--- config.mk ---
export PLATFORM = sky130hd
export DESIGN_NAME = lsu_axi_lite_master_flat
export DESIGN_NICKNAME = d
export VERILOG_FILES = /design/src/rtl/lsu_axi_lite_master_pkg.sv /design/src/rtl/lsu_axi_lite_master_if.sv /design/src/rtl/lsu_axi_lite_master_load_align.sv /design/src/rtl/lsu_axi_lite_master.sv /design/src/flat_wrapper.sv
export SDC_FILE = /design/constraint.sdc
export NUM_CORES = 1
export LEC_CHECK = 0
export CAP_MARGIN = 20
export CORE_ASPECT_RATIO = 0.75
export CORE_MARGIN = 1.5
export CORE_UTILIZATION = 30
export CTS_CLUSTER_SIZE = 10
export DETAILED_ROUTE_END_ITERATION = 10
export DONT_BUFFER_PORTS = 1
export HOLD_SLACK_MARGIN = 0.03
export SLEW_MARGIN = 20
export SYNTH_ARGS = -nofsm -noshare
export SYNTH_HDL_FRONTEND = slang
export SYNTH_SLANG_ARGS = --single-unit
--- constraint.sdc ---
create_clock -name clk -period 2.2 [get_ports clk]
set_input_delay 0.22 -clock clk [delete_from_list [all_inputs] [get_ports clk]]
set_output_delay 0.22 -clock clk [all_outputs]
set_load 0.03 [all_outputs]
--- src/rtl/lsu_axi_lite_master_pkg.sv ---
// Shared definitions for the LSU AXI-Lite initiator.
//   State encodings S_IDLE..S_RSP, request size codes, AXI response codes,
//   and a helper that flags illegal or misaligned accesses.
package lsu_axi_lite_master_pkg;
  localparam logic [2:0] S_IDLE = 3'd0;
  localparam logic [2:0] S_AR   = 3'd1;
  localparam logic [2:0] S_R    = 3'd2;
  localparam logic [2:0] S_AW_W = 3'd3;
  localparam logic [2:0] S_B    = 3'd4;
  localparam logic [2:0] S_RSP  = 3'd5;

  localparam logic [1:0] SZ_BYTE = 2'd0;
  localparam logic [1:0] SZ_HALF = 2'd1;
  localparam logic [1:0] SZ_WORD = 2'd2;
  localparam logic [1:0] SZ_ILL  = 2'd3;

  localparam logic [1:0] RESP_OKAY   = 2'b00;
  localparam logic [1:0] RESP_SLVERR = 2'b10;

  // 1 when the access never reaches the bus: size code 3, odd half, unaligned word.
  function automatic logic bad_access(input logic [1:0] size, input logic [1:0] off);
    return (size == SZ_ILL) || (size == SZ_HALF && off[0]) ||
           (size == SZ_WORD && off != 2'b00);
  endfunction
endpackage

--- src/rtl/lsu_axi_lite_master_if.sv ---
// Core-side request/response and AXI-Lite bus signals of the LSU initiator.
//   master : view used by lsu_axi_lite_master
//   slave  : view of the environment (core + AXI responder)
interface lsu_axi_lite_master_if #(parameter int ADDR_W = 32);
  logic              req_valid, req_ready, req_write, req_unsigned;
  logic [ADDR_W-1:0] req_addr;
  logic [31:0]       req_wdata;
  logic [1:0]        req_size;
  logic              rsp_valid, rsp_ready, rsp_err;
  logic [31:0]       rsp_rdata;
  logic [ADDR_W-1:0] axi_araddr, axi_awaddr;
  logic              axi_arvalid, axi_arready;
  logic [31:0]       axi_rdata;
  logic [1:0]        axi_rresp;
  logic              axi_rvalid, axi_rready;
  logic              axi_awvalid, axi_awready;
  logic [31:0]       axi_wdata;
  logic [3:0]        axi_wstrb;
  logic              axi_wvalid, axi_wready;
  logic [1:0]        axi_bresp;
  logic              axi_bvalid, axi_bready;

  modport master (
    input  req_valid, req_write, req_addr, req_wdata, req_size, req_unsigned, rsp_ready,
           axi_arready, axi_rdata, axi_rresp, axi_rvalid, axi_awready, axi_wready,
           axi_bresp, axi_bvalid,
    output req_ready, rsp_valid, rsp_rdata, rsp_err, axi_araddr, axi_arvalid, axi_rready,
           axi_awaddr, axi_awvalid, axi_wdata, axi_wstrb, axi_wvalid, axi_bready
  );
  modport slave (
    output req_valid, req_write, req_addr, req_wdata, req_size, req_unsigned, rsp_ready,
           axi_arready, axi_rdata, axi_rresp, axi_rvalid, axi_awready, axi_wready,
           axi_bresp, axi_bvalid,
    input  req_ready, rsp_valid, rsp_rdata, rsp_err, axi_araddr, axi_arvalid, axi_rready,
           axi_awaddr, axi_awvalid, axi_wdata, axi_wstrb, axi_wvalid, axi_bready
  );
endinterface

--- src/rtl/lsu_axi_lite_master_load_align.sv ---
// lsu_load_align: combinational lane steering for the LSU.
//   i_ld_off/i_ld_size/i_ld_unsigned/i_rdata -> o_ld_data : read data shifted
//     down by the byte offset, then sign/zero-extended per size.
//   i_st_off/i_st_size/i_st_wdata -> o_wdata/o_wstrb : right-aligned store data
//     moved to its byte lanes plus matching strobes.
module lsu_load_align
  import lsu_axi_lite_master_pkg::*;
(
  input  logic [1:0]  i_ld_off,
  input  logic [1:0]  i_ld_size,
  input  logic        i_ld_unsigned,
  input  logic [31:0] i_rdata,
  output logic [31:0] o_ld_data,
  input  logic [1:0]  i_st_off,
  input  logic [1:0]  i_st_size,
  input  logic [31:0] i_st_wdata,
  output logic [31:0] o_wdata,
  output logic [3:0]  o_wstrb
);
  logic [31:0] w_sh;

  always_comb begin
    w_sh = i_rdata >> {i_ld_off, 3'b000};
    case (i_ld_size)
      SZ_BYTE: o_ld_data = i_ld_unsigned ? {24'd0, w_sh[7:0]}  : {{24{w_sh[7]}}, w_sh[7:0]};
      SZ_HALF: o_ld_data = i_ld_unsigned ? {16'd0, w_sh[15:0]} : {{16{w_sh[15]}}, w_sh[15:0]};
      default: o_ld_data = w_sh;
    endcase
    o_wdata = i_st_wdata << {i_st_off, 3'b000};
    case (i_st_size)
      SZ_BYTE: o_wstrb = 4'b0001 << i_st_off;
      SZ_HALF: o_wstrb = 4'b0011 << i_st_off;
      default: o_wstrb = 4'b1111;
    endcase
  end
endmodule

--- src/rtl/lsu_axi_lite_master.sv ---
// lsu_axi_lite_master: single-outstanding AXI-Lite initiator for the MEM-stage LSU.
//   clk, reset (async, active-low) plain ports; all request/response and AXI
//   signals travel on bus (lsu_axi_lite_master_if.master).
//   Optional macro LSU_AXI_TIMEOUT_EN adds a simulation-only watchdog that aborts
//   any AXI phase after TIMEOUT_CYCLES cycles with rsp_err=1.
module lsu_axi_lite_master
  import lsu_axi_lite_master_pkg::*;
#(
  parameter int TIMEOUT_CYCLES = 1024,
  parameter int ADDR_W         = 32
)(
  input logic                    clk,
  input logic                    reset,
  lsu_axi_lite_master_if.master  bus
);
  logic [2:0]        r_state;
  logic              r_req_ready, r_unsigned;
  logic [ADDR_W-1:0] r_addr;
  logic [1:0]        r_size;
  logic              r_arvalid, r_rready, r_awvalid, r_wvalid, r_bready;
  logic [31:0]       r_wdata;
  logic [3:0]        r_wstrb;
  logic              r_rsp_valid, r_rsp_err;
  logic [31:0]       r_rsp_rdata;

  logic [31:0] w_ld_data, w_st_wdata;
  logic [3:0]  w_st_wstrb;
  logic        w_aw_done, w_w_done;

  // Store lanes are computed from the live request and registered at capture;
  // load lanes use the captured offset against the incoming read data.
  lsu_load_align u_align (
    .i_ld_off     (r_addr[1:0]),
    .i_ld_size    (r_size),
    .i_ld_unsigned(r_unsigned),
    .i_rdata      (bus.axi_rdata),
    .o_ld_data    (w_ld_data),
    .i_st_off     (bus.req_addr[1:0]),
    .i_st_size    (bus.req_size),
    .i_st_wdata   (bus.req_wdata),
    .o_wdata      (w_st_wdata),
    .o_wstrb      (w_st_wstrb)
  );

  // A channel counts as done once its valid is gone or handshakes this cycle.
  assign w_aw_done = !r_awvalid || bus.axi_awready;
  assign w_w_done  = !r_wvalid  || bus.axi_wready;

`ifdef LSU_AXI_TIMEOUT_EN
  logic [15:0] r_wait;
  logic        w_wait_st, w_adv, w_timeout;
  assign w_wait_st = (r_state == S_AR) || (r_state == S_R) ||
                     (r_state == S_AW_W) || (r_state == S_B);
  assign w_adv = (r_state == S_AR   && bus.axi_arready) ||
                 (r_state == S_R    && bus.axi_rvalid)  ||
                 (r_state == S_AW_W && w_aw_done && w_w_done) ||
                 (r_state == S_B    && bus.axi_bvalid);
  assign w_timeout = w_wait_st && (r_wait == 16'(TIMEOUT_CYCLES - 1));

  always_ff @(posedge clk or negedge reset) begin
    if (!reset)                  r_wait <= '0;
    else if (!w_wait_st || w_adv) r_wait <= '0;
    else                         r_wait <= r_wait + 16'd1;
  end
`else
  logic w_unused;
  assign w_unused = (TIMEOUT_CYCLES == 0);
`endif

  always_ff @(posedge clk or negedge reset) begin
    if (!reset) begin
      r_state     <= S_IDLE;
      r_req_ready <= 1'b1;
      r_addr      <= '0;
      r_size      <= '0;
      r_unsigned  <= 1'b0;
      r_arvalid   <= 1'b0;
      r_rready    <= 1'b0;
      r_awvalid   <= 1'b0;
      r_wvalid    <= 1'b0;
      r_bready    <= 1'b0;
      r_wdata     <= '0;
      r_wstrb     <= '0;
      r_rsp_valid <= 1'b0;
      r_rsp_err   <= 1'b0;
      r_rsp_rdata <= '0;
    end else begin
`ifdef LSU_AXI_TIMEOUT_EN
      if (w_timeout) begin
        $display("lsu_axi_lite_master: watchdog abort addr=%h state=%0d", r_addr, r_state);
        r_arvalid   <= 1'b0;
        r_rready    <= 1'b0;
        r_awvalid   <= 1'b0;
        r_wvalid    <= 1'b0;
        r_bready    <= 1'b0;
        r_rsp_valid <= 1'b1;
        r_rsp_err   <= 1'b1;
        r_rsp_rdata <= '0;
        r_state     <= S_RSP;
      end else begin
`else
      begin
`endif
        case (r_state)
          S_IDLE: if (bus.req_valid) begin
            r_req_ready <= 1'b0;
            r_addr      <= bus.req_addr;
            r_size      <= bus.req_size;
            r_unsigned  <= bus.req_unsigned;
            r_wdata     <= w_st_wdata;
            r_wstrb     <= w_st_wstrb;
            if (bad_access(bus.req_size, bus.req_addr[1:0])) begin
              r_rsp_valid <= 1'b1;
              r_rsp_err   <= 1'b1;
              r_rsp_rdata <= '0;
              r_state     <= S_RSP;
            end else if (bus.req_write) begin
              r_awvalid <= 1'b1;
              r_wvalid  <= 1'b1;
              r_state   <= S_AW_W;
            end else begin
              r_arvalid <= 1'b1;
              r_state   <= S_AR;
            end
          end
          S_AR: if (bus.axi_arready) begin
            r_arvalid <= 1'b0;
            r_rready  <= 1'b1;
            r_state   <= S_R;
          end
          S_R: if (bus.axi_rvalid) begin
            r_rready    <= 1'b0;
            r_rsp_valid <= 1'b1;
            r_rsp_err   <= (bus.axi_rresp != RESP_OKAY);
            r_rsp_rdata <= (bus.axi_rresp != RESP_OKAY) ? '0 : w_ld_data;
            r_state     <= S_RSP;
          end
          S_AW_W: begin
            if (bus.axi_awready) r_awvalid <= 1'b0;
            if (bus.axi_wready)  r_wvalid  <= 1'b0;
            if (w_aw_done && w_w_done) begin
              r_bready <= 1'b1;
              r_state  <= S_B;
            end
          end
          S_B: if (bus.axi_bvalid) begin
            r_bready    <= 1'b0;
            r_rsp_valid <= 1'b1;
            r_rsp_err   <= (bus.axi_bresp != RESP_OKAY);
            r_rsp_rdata <= '0;
            r_state     <= S_RSP;
          end
          S_RSP: if (bus.rsp_ready) begin
            r_rsp_valid <= 1'b0;
            r_rsp_err   <= 1'b0;
            r_rsp_rdata <= '0;
            r_req_ready <= 1'b1;
            r_state     <= S_IDLE;
          end
          default: r_state <= S_IDLE;
        endcase
      end
    end
  end

  assign bus.req_ready   = r_req_ready;
  assign bus.rsp_valid   = r_rsp_valid;
  assign bus.rsp_rdata   = r_rsp_rdata;
  assign bus.rsp_err     = r_rsp_err;
  assign bus.axi_araddr  = r_addr;
  assign bus.axi_arvalid = r_arvalid;
  assign bus.axi_rready  = r_rready;
  assign bus.axi_awaddr  = r_addr;
  assign bus.axi_awvalid = r_awvalid;
  assign bus.axi_wdata   = r_wdata;
  assign bus.axi_wstrb   = r_wstrb;
  assign bus.axi_wvalid  = r_wvalid;
  assign bus.axi_bready  = r_bready;
endmodule

--- src/flat_wrapper.sv ---
// flat-port wrapper written by rule: the top's interface ports become plain ports
module lsu_axi_lite_master_flat import lsu_axi_lite_master_pkg::*;
#(
  parameter int TIMEOUT_CYCLES = 1024,
  parameter int ADDR_W         = 32
)
  (clk, reset, bus_req_valid, bus_req_write, bus_req_addr, bus_req_wdata, bus_req_size, bus_req_unsigned, bus_rsp_ready, bus_axi_arready, bus_axi_rdata, bus_axi_rresp, bus_axi_rvalid, bus_axi_awready, bus_axi_wready, bus_axi_bresp, bus_axi_bvalid, bus_req_ready, bus_rsp_valid, bus_rsp_rdata, bus_rsp_err, bus_axi_araddr, bus_axi_arvalid, bus_axi_rready, bus_axi_awaddr, bus_axi_awvalid, bus_axi_wdata, bus_axi_wstrb, bus_axi_wvalid, bus_axi_bready);
  lsu_axi_lite_master_if #(.ADDR_W(ADDR_W)) bus_i ();
  input logic clk;
  input logic reset;
  input wire logic [$bits(bus_i.req_valid)-1:0] bus_req_valid;
  input wire logic [$bits(bus_i.req_write)-1:0] bus_req_write;
  input wire logic [$bits(bus_i.req_addr)-1:0] bus_req_addr;
  input wire logic [$bits(bus_i.req_wdata)-1:0] bus_req_wdata;
  input wire logic [$bits(bus_i.req_size)-1:0] bus_req_size;
  input wire logic [$bits(bus_i.req_unsigned)-1:0] bus_req_unsigned;
  input wire logic [$bits(bus_i.rsp_ready)-1:0] bus_rsp_ready;
  input wire logic [$bits(bus_i.axi_arready)-1:0] bus_axi_arready;
  input wire logic [$bits(bus_i.axi_rdata)-1:0] bus_axi_rdata;
  input wire logic [$bits(bus_i.axi_rresp)-1:0] bus_axi_rresp;
  input wire logic [$bits(bus_i.axi_rvalid)-1:0] bus_axi_rvalid;
  input wire logic [$bits(bus_i.axi_awready)-1:0] bus_axi_awready;
  input wire logic [$bits(bus_i.axi_wready)-1:0] bus_axi_wready;
  input wire logic [$bits(bus_i.axi_bresp)-1:0] bus_axi_bresp;
  input wire logic [$bits(bus_i.axi_bvalid)-1:0] bus_axi_bvalid;
  output wire logic [$bits(bus_i.req_ready)-1:0] bus_req_ready;
  output wire logic [$bits(bus_i.rsp_valid)-1:0] bus_rsp_valid;
  output wire logic [$bits(bus_i.rsp_rdata)-1:0] bus_rsp_rdata;
  output wire logic [$bits(bus_i.rsp_err)-1:0] bus_rsp_err;
  output wire logic [$bits(bus_i.axi_araddr)-1:0] bus_axi_araddr;
  output wire logic [$bits(bus_i.axi_arvalid)-1:0] bus_axi_arvalid;
  output wire logic [$bits(bus_i.axi_rready)-1:0] bus_axi_rready;
  output wire logic [$bits(bus_i.axi_awaddr)-1:0] bus_axi_awaddr;
  output wire logic [$bits(bus_i.axi_awvalid)-1:0] bus_axi_awvalid;
  output wire logic [$bits(bus_i.axi_wdata)-1:0] bus_axi_wdata;
  output wire logic [$bits(bus_i.axi_wstrb)-1:0] bus_axi_wstrb;
  output wire logic [$bits(bus_i.axi_wvalid)-1:0] bus_axi_wvalid;
  output wire logic [$bits(bus_i.axi_bready)-1:0] bus_axi_bready;
  assign bus_i.req_valid = bus_req_valid;
  assign bus_i.req_write = bus_req_write;
  assign bus_i.req_addr = bus_req_addr;
  assign bus_i.req_wdata = bus_req_wdata;
  assign bus_i.req_size = bus_req_size;
  assign bus_i.req_unsigned = bus_req_unsigned;
  assign bus_i.rsp_ready = bus_rsp_ready;
  assign bus_i.axi_arready = bus_axi_arready;
  assign bus_i.axi_rdata = bus_axi_rdata;
  assign bus_i.axi_rresp = bus_axi_rresp;
  assign bus_i.axi_rvalid = bus_axi_rvalid;
  assign bus_i.axi_awready = bus_axi_awready;
  assign bus_i.axi_wready = bus_axi_wready;
  assign bus_i.axi_bresp = bus_axi_bresp;
  assign bus_i.axi_bvalid = bus_axi_bvalid;
  assign bus_req_ready = bus_i.req_ready;
  assign bus_rsp_valid = bus_i.rsp_valid;
  assign bus_rsp_rdata = bus_i.rsp_rdata;
  assign bus_rsp_err = bus_i.rsp_err;
  assign bus_axi_araddr = bus_i.axi_araddr;
  assign bus_axi_arvalid = bus_i.axi_arvalid;
  assign bus_axi_rready = bus_i.axi_rready;
  assign bus_axi_awaddr = bus_i.axi_awaddr;
  assign bus_axi_awvalid = bus_i.axi_awvalid;
  assign bus_axi_wdata = bus_i.axi_wdata;
  assign bus_axi_wstrb = bus_i.axi_wstrb;
  assign bus_axi_wvalid = bus_i.axi_wvalid;
  assign bus_axi_bready = bus_i.axi_bready;
  lsu_axi_lite_master #(.TIMEOUT_CYCLES(TIMEOUT_CYCLES), .ADDR_W(ADDR_W)) u_core (.clk(clk), .reset(reset), .bus(bus_i));
endmodule
# Word level (Yosys, flattened, before mapping)
# Index checks and enable logic that the tools add are counted.
# op_classes
n_eq_ne,21
shift,4
muxes,50
n_reduce_logical,30
# ops
op,n
$mux W32,8
$pmux W32 S4,1
$pmux W32 S2,1
$shl A32 B5 Y32,1
$shr A32 B5 Y32,1
$mux W1,22
$mux W3,7
$ne A2 B2 Y1 const B,10
$pmux W3 S6,1
$reduce_bool A2 Y1,8
$reduce_and A5 Y1,3
$pmux W1 S2,6
$reduce_and A6 Y1,2
$reduce_and A3 Y1,3
$pmux W1 S4,2
$pmux W4 S2,1
$eq A3 B2 Y1 const B,2
$eq A3 B3 Y1 const B,2
$eq A2 B1 Y1 const B,2
$eq A2 B2 Y1 const B,2
$logic_not A2 Y1,2
$logic_or A1 B1 Y1,4
$ne A2 B1 Y1 const B,2
$reduce_bool A4 Y1,1
8 further kinds,11
# totals
ff_bits,114
inputBits,113
out_inout_bits,140
elab_cells,120

# Longest topological paths before layout
# logic_depth
ltp_word,7
mapped_depth,8

# Modules after synthesis
# From an unflattened synthesis, not the netlist that was laid out.
# hier_totals
hier_cells,533
hier_area_um2,5988.2
# by_module_without_submodules
mod,n_inst,cells_per_inst,area_per_inst_um2,seq_area_each_um2
lsu_axi_lite_master,1,336,4728.3,2854.0
lsu_load_align,1,197,1260.0,0.0

# Worst setup path after synthesis
# No wires, ideal clock.
# synth_timing
path_type,flip-flop to flip-flop
startpoint,register u_core.r_addr[1] (netlist: u_core.bus.axi_araddr[1])
endpoint,register u_core.r_rsp_rdata[10] (netlist: u_core.bus.rsp_rdata[10])
t_arrival_ns,1.821
path_slack_ns,0.313
path_stages_with_launch,8
path_buffers,2
period_less_slack_ns,1.887
path_cell_list,dfrtp_1 -> buf_4 -> mux2i_1 -> mux2_2 -> or4_1 -> buf_2 -> o21ai_0 -> a22o_1
# synth_between
elab_chain_cells,6
elab_cells_between_ends,7
cone_classes,shift: 1; mux: 6
# synth_rtl
element,line,rtl
start: declaration,lsu_axi_lite_master.sv:18,logic [ADDR_W-1:0] r_addr;
start signal: assignment,lsu_axi_lite_master.sv:107,r_addr <= bus.req_addr;
$shr A32 B5 Y32 *,lsu_axi_lite_master_load_align.sv:23,"w_sh = i_rdata >> {i_ld_off, 3'b000};"
"$mux W32, on equally long branches","lsu_axi_lite_master_load_align.sv:26, lsu_axi_lite_master_load_align.sv:25",
$pmux W32 S2 *,lsu_axi_lite_master_load_align.sv:24,case (i_ld_size)
$mux W32 *,lsu_axi_lite_master.sv:135,r_rsp_rdata <= (bus.axi_rresp != RESP_OKAY) ? '0 : w_ld_data;
$mux W32 *,lsu_axi_lite_master.sv:131,S_R: if (bus.axi_rvalid) begin
$pmux W32 S4 *,lsu_axi_lite_master.sv:104,case (r_state)
end signal: assignment,lsu_axi_lite_master.sv:135,
end: declaration,lsu_axi_lite_master.sv:24,logic [31:0] r_rsp_rdata;
# Mark *: on every way between the ends. The rest lies on a longest branch, timed or not. The select of a mux whose other input is x is not followed.
# A chain may end at the register's enable or synchronous reset.

# Worst setup path in the final report
# layout_timing
startpoint,register u_core.r_state[1]
endpoint,register u_core.r_wvalid (netlist: u_core.bus.axi_wvalid)
# layout_between
elab_chain_cells,3
elab_cells_between_ends,9
cone_classes,eq/ne: 5; mux: 1; reduce/logical: 3
# layout_rtl
element,line,rtl
start: declaration,lsu_axi_lite_master.sv:16,logic [2:0] r_state;
start signal: assignment,lsu_axi_lite_master.sv:72,r_state <= S_IDLE;
start signal: assignment,lsu_axi_lite_master.sv:116,r_state <= S_RSP;
start signal: assignment,lsu_axi_lite_master.sv:120,r_state <= S_AW_W;
$eq A3 B2 Y1 / $logic_not A3 Y1 (equally long branches),lsu_axi_lite_master.sv:104,
$ne A2 B2 Y1 (no line) / $reduce_bool A2 Y1 (equally long branches),--,
$reduce_and A5 Y1 (no line),--,
end signal: assignment,lsu_axi_lite_master.sv:80,r_wvalid <= 1'b0;
end signal: assignment,lsu_axi_lite_master.sv:119,r_wvalid <= 1'b1;
end signal: assignment,lsu_axi_lite_master.sv:140,if (bus.axi_wready) r_wvalid <= 1'b0;
end: declaration,lsu_axi_lite_master.sv:20,"logic r_arvalid, r_rready, r_awvalid, r_wvalid, r_bready;"
# Several ways; a longest one is shown, not always the timed one.

==> flow_metrics.env <==
export IMPL_outcome="complete, but fails checks"
export IMPL_violations="hold timing"
export IMPL_cp_start_kind="register"
export IMPL_nets=769
export IMPL_fmaxAchievable_mhz=499
export IMPL_synth_distinct_cells=41
export IMPL_cpMostUsedCell="a31oi_1"
export IMPL_antenna_left=0
export IMPL_hold_buffers=59
export IMPL_die_h_um=123
export IMPL_diodes=0
export IMPL_grt_usage_pct=17.6
export IMPL_stdcell_count=915
export IMPL_viasPerCell=5.13
export IMPL_drive_gt1_share_pct=9.13
export IMPL_fill_cells=1862
export IMPL_path_buf_inv=2
export IMPL_cp_required_ns=2.54
export IMPL_cts_buffers=17
export IMPL_synth_area_leader_cell="dfrtp_1"
export IMPL_worst_pin_slew_ns=0.710
export IMPL_io_pins=253
export IMPL_syn_cell_area_um2=5770
export IMPL_yosys_warnings=0
export IMPL_cp_top_family="buffers and inverters"
export IMPL_peakVddDrop_mv=0.605
export IMPL_fp_row_count=43
export IMPL_clock_root_buffer="clkbuf_16"
export IMPL_wl_per_cell_um=19.4
export IMPL_grt_antenna_before_repair=0
export IMPL_grt_overflow_total=0
export IMPL_path_max_fanout=8
export IMPL_clock_latency_ns=0.40
export IMPL_routabilityCongestion=0.850
export IMPL_p_per_area_nw_per_um2=1590
export IMPL_clkSinkCount=114
export IMPL_cpPeakStageDelay_ns=0.56
export IMPL_start_util_pct=30.9
export IMPL_hold_path_class="primary input to asynchronous set/reset pin"
export IMPL_synth_area_per_cell_um2=9.00
export IMPL_vias=4690
export IMPL_critPathKind="register to register"
export IMPL_grt_max_degree=115
export IMPL_synthesis_nets=754
export IMPL_dp_cells=824
export IMPL_first_pass_iters=5
export IMPL_synth_top_area_share_pct=49.0
export IMPL_routed_wl_um=17800
export IMPL_core_area_um2=18700
export IMPL_path_cells="buf_4 > nor2_2 > nand2_1 > nor2_4 > a31oi_1 > a31oi_1 > dlygate4sd3_1"
export IMPL_power_frac_clock_pct=26.6
export IMPL_rsz0062_at_grt="false"
export IMPL_finalSetupTns_ns=0
export IMPL_synthTopCellsByArea="dfrtp_1 (49%), nand2_1 (13%), mux2i_1 (5.7%)"
export IMPL_power_switching_mw=5.30
export IMPL_period_needed_ns=2.00
export IMPL_cts_tree="yes"
export IMPL_cts_htree_levels=4
export IMPL_area_growth_pct=21.8
export IMPL_max_slew_margin_rel_pct=52.6
export IMPL_setup_ws_ns=0.197
export IMPL_place_hpwl_um=11800
export IMPL_dp_slack_ns=0.186
export IMPL_hold_violations=114
export IMPL_setup_viol=0
export IMPL_synth_cells=641
export IMPL_end_kind="register"
export IMPL_drtIter0Drc=248
export IMPL_p_int_mw=5.86
export IMPL_drc=0
export IMPL_p_leak_nw=3.22
export IMPL_clkSlewWorstSetupHoldPaths_ns=0.06
export IMPL_pwr_share_comb_pct=24.7
export IMPL_skew_ns=0.00874
export IMPL_ys_seq_area_share_pct=49.4
export IMPL_portBuffers=0
export IMPL_hold_slack_ns=-0.481
export IMPL_slowest_stage="dlygate4sd3_1"
export IMPL_fin_crit_sh_pct=91.1
export IMPL_grt_pass1_wl_um=26400
export IMPL_power_frac_seq_pct=48.7
export IMPL_drv_slew=0
export IMPL_fp_dieW_um=163
export IMPL_die_area_um2=20100
export IMPL_grt_pass1_vias=4445
export IMPL_clockBufferDepth=2
export IMPL_maxCapViolCount=0
export IMPL_cp_arrival_ns=2.34
export IMPL_p_sw_share_pct=47.5
export IMPL_ys_ff_latch=114
==> cell usage after synthesis <==
cell,instances
nand2_1,193
dfrtp_1,113
a21oi_1,36
o21ai_0,35
buf_4,34
mux2i_1,33
nor2_1,30
a22o_1,24
nor2b_1,19
clkbuf_1,18
buf_2,15
buf_1,10
a211oi_1,9
o31ai_1,9
a31oi_1,8
a211o_1,7
a32o_1,7
inv_1,5
mux2_2,5
nor3_1,5
nor4_1,3
nand3b_1,2
o21bai_1,2
o2bb2ai_1,2
a2111oi_1,1
a21boi_4,1
a21o_1,1
a311oi_1,1
and3_1,1
buf_6,1
dfstp_2,1
nand2b_1,1
nand2b_4,1
nand3_1,1
nor4b_1,1
o21ai_2,1
o21ba_2,1
o22ai_1,1
o32a_1,1
o32ai_1,1
or4_1,1
==> final timing paths <==
check / startpoint / end / slack (ns) / cells past startpoint
max: u_core.r_state[1] / u_core.bus.axi_wvalid / 0.20 / 7
min reg2reg: u_core.bus.axi_araddr[1] / u_core.bus.axi_araddr[1] / 0.56 / 2
max in group asynchronous: reset / u_core.bus.req_ready / 2.50 / 0
max reg2reg: u_core.r_state[1] / u_core.bus.axi_wvalid / 0.20 / 7
min in group clk: bus_req_wdata[11] / u_core.bus.axi_wdata[19] / 0.04 / 2
min: reset / u_core.bus.rsp_rdata[2] / -0.48 / 0
==> repair_timing <==
action                     in CTS  in global routing
resized for setup               0                  1
buffers inserted                0                  1
setup endpoints to repair       0                 16
hold endpoints to repair      187                114
==> final cells by class <==
cell class	instances	area [um^2]	area share (%)
Clock inverter	12	183	2.60
Multi-Input combinational cell	444	2470	35.1
Timing Repair Buffer	74	741	10.5
Tap cell	247	309	4.40
Sequential cell	114	2860	40.6
Inverter	5	18.8	0.267
Clock buffer	19	453	6.44
==> cell families after synthesis <==
| group | count (synthesis) | synth area share (%) |
|---|---|---|
| flops | 114 | 49.4 |
| compound gates | 148 | 17.4 |
| buf+inv | 83 | 8.06 |
| simple gates | 258 | 18.4 |
| mux | 38 | 6.70 |
==> power by group through the flow <==
stage	Clock (mW)	Sequential (mW)	Combinational [mW]
3_3_place_gp	0	5.48	2.58
5_1_grt	3.15	5.57	3.12
4_1_cts	3.04	5.45	2.75
6_report	2.97	5.43	2.75
3_5_place_dp	0	5.48	2.62
2_1_floorplan	0	4.65	3.03
==> per-stage QoR <==
stage               cell area, um^2  util, %  power [mW]
global placement               5780     31.0        8.06
finish                         7030     37.7        11.2
detailed placement             5780     31.0        8.11
global route                   7030     37.7        11.8
CTS                            7010     37.5        11.2
floorplan                      5770        -        7.68
==> placed cells by master (no fill, tap or decap), drive strengths merged, types with 2 or more instances in the layout <==
cell,count
buf,15
a21oi,36
nor2b,19
clkinvlp,3
o2bb2ai,2
clkinv,5
a31oi,8
bufinv,4
mux2i,33
a211o,7
a22o,24
o21bai,2
nor3,5
nand3b,2
o31ai,9
mux2,5
nor2,30
nand2b,2
dfrtp,113
nand2,193
nor4,3
inv,5
a32o,7
o21ai,36
clkbuf,19
dlygate4sd3,59
a211oi,9
==> sequential cells by signal, summed over array words and instances, names as in the netlist <==
name                    cells
u_core.bus.rsp_err          1
u_core.bus.axi_wvalid       1
u_core.bus.axi_araddr      32
u_core.bus.rsp_valid        1
u_core.bus.rsp_rdata       32
u_core.r_size               2
u_core.bus.axi_bready       1
u_core.r_state              3
u_core.bus.axi_wstrb        4
u_core.bus.axi_awvalid      1
u_core.bus.axi_wdata       32
u_core.bus.axi_rready       1
u_core.bus.req_ready        1
u_core.bus.axi_arvalid      1
u_core.r_unsigned           1
==> layer usage <==
metal	wire length [um]	vias to the layer above	global-route usage [%]
li1	-	2200	-
met1	7890	2235	23.5
met2	7600	234	24.7
met3	2020	21	8.22
met4	257	0	5.91
met5	0	-	0
No activity file was read; power rests on OpenSTA's default activity.
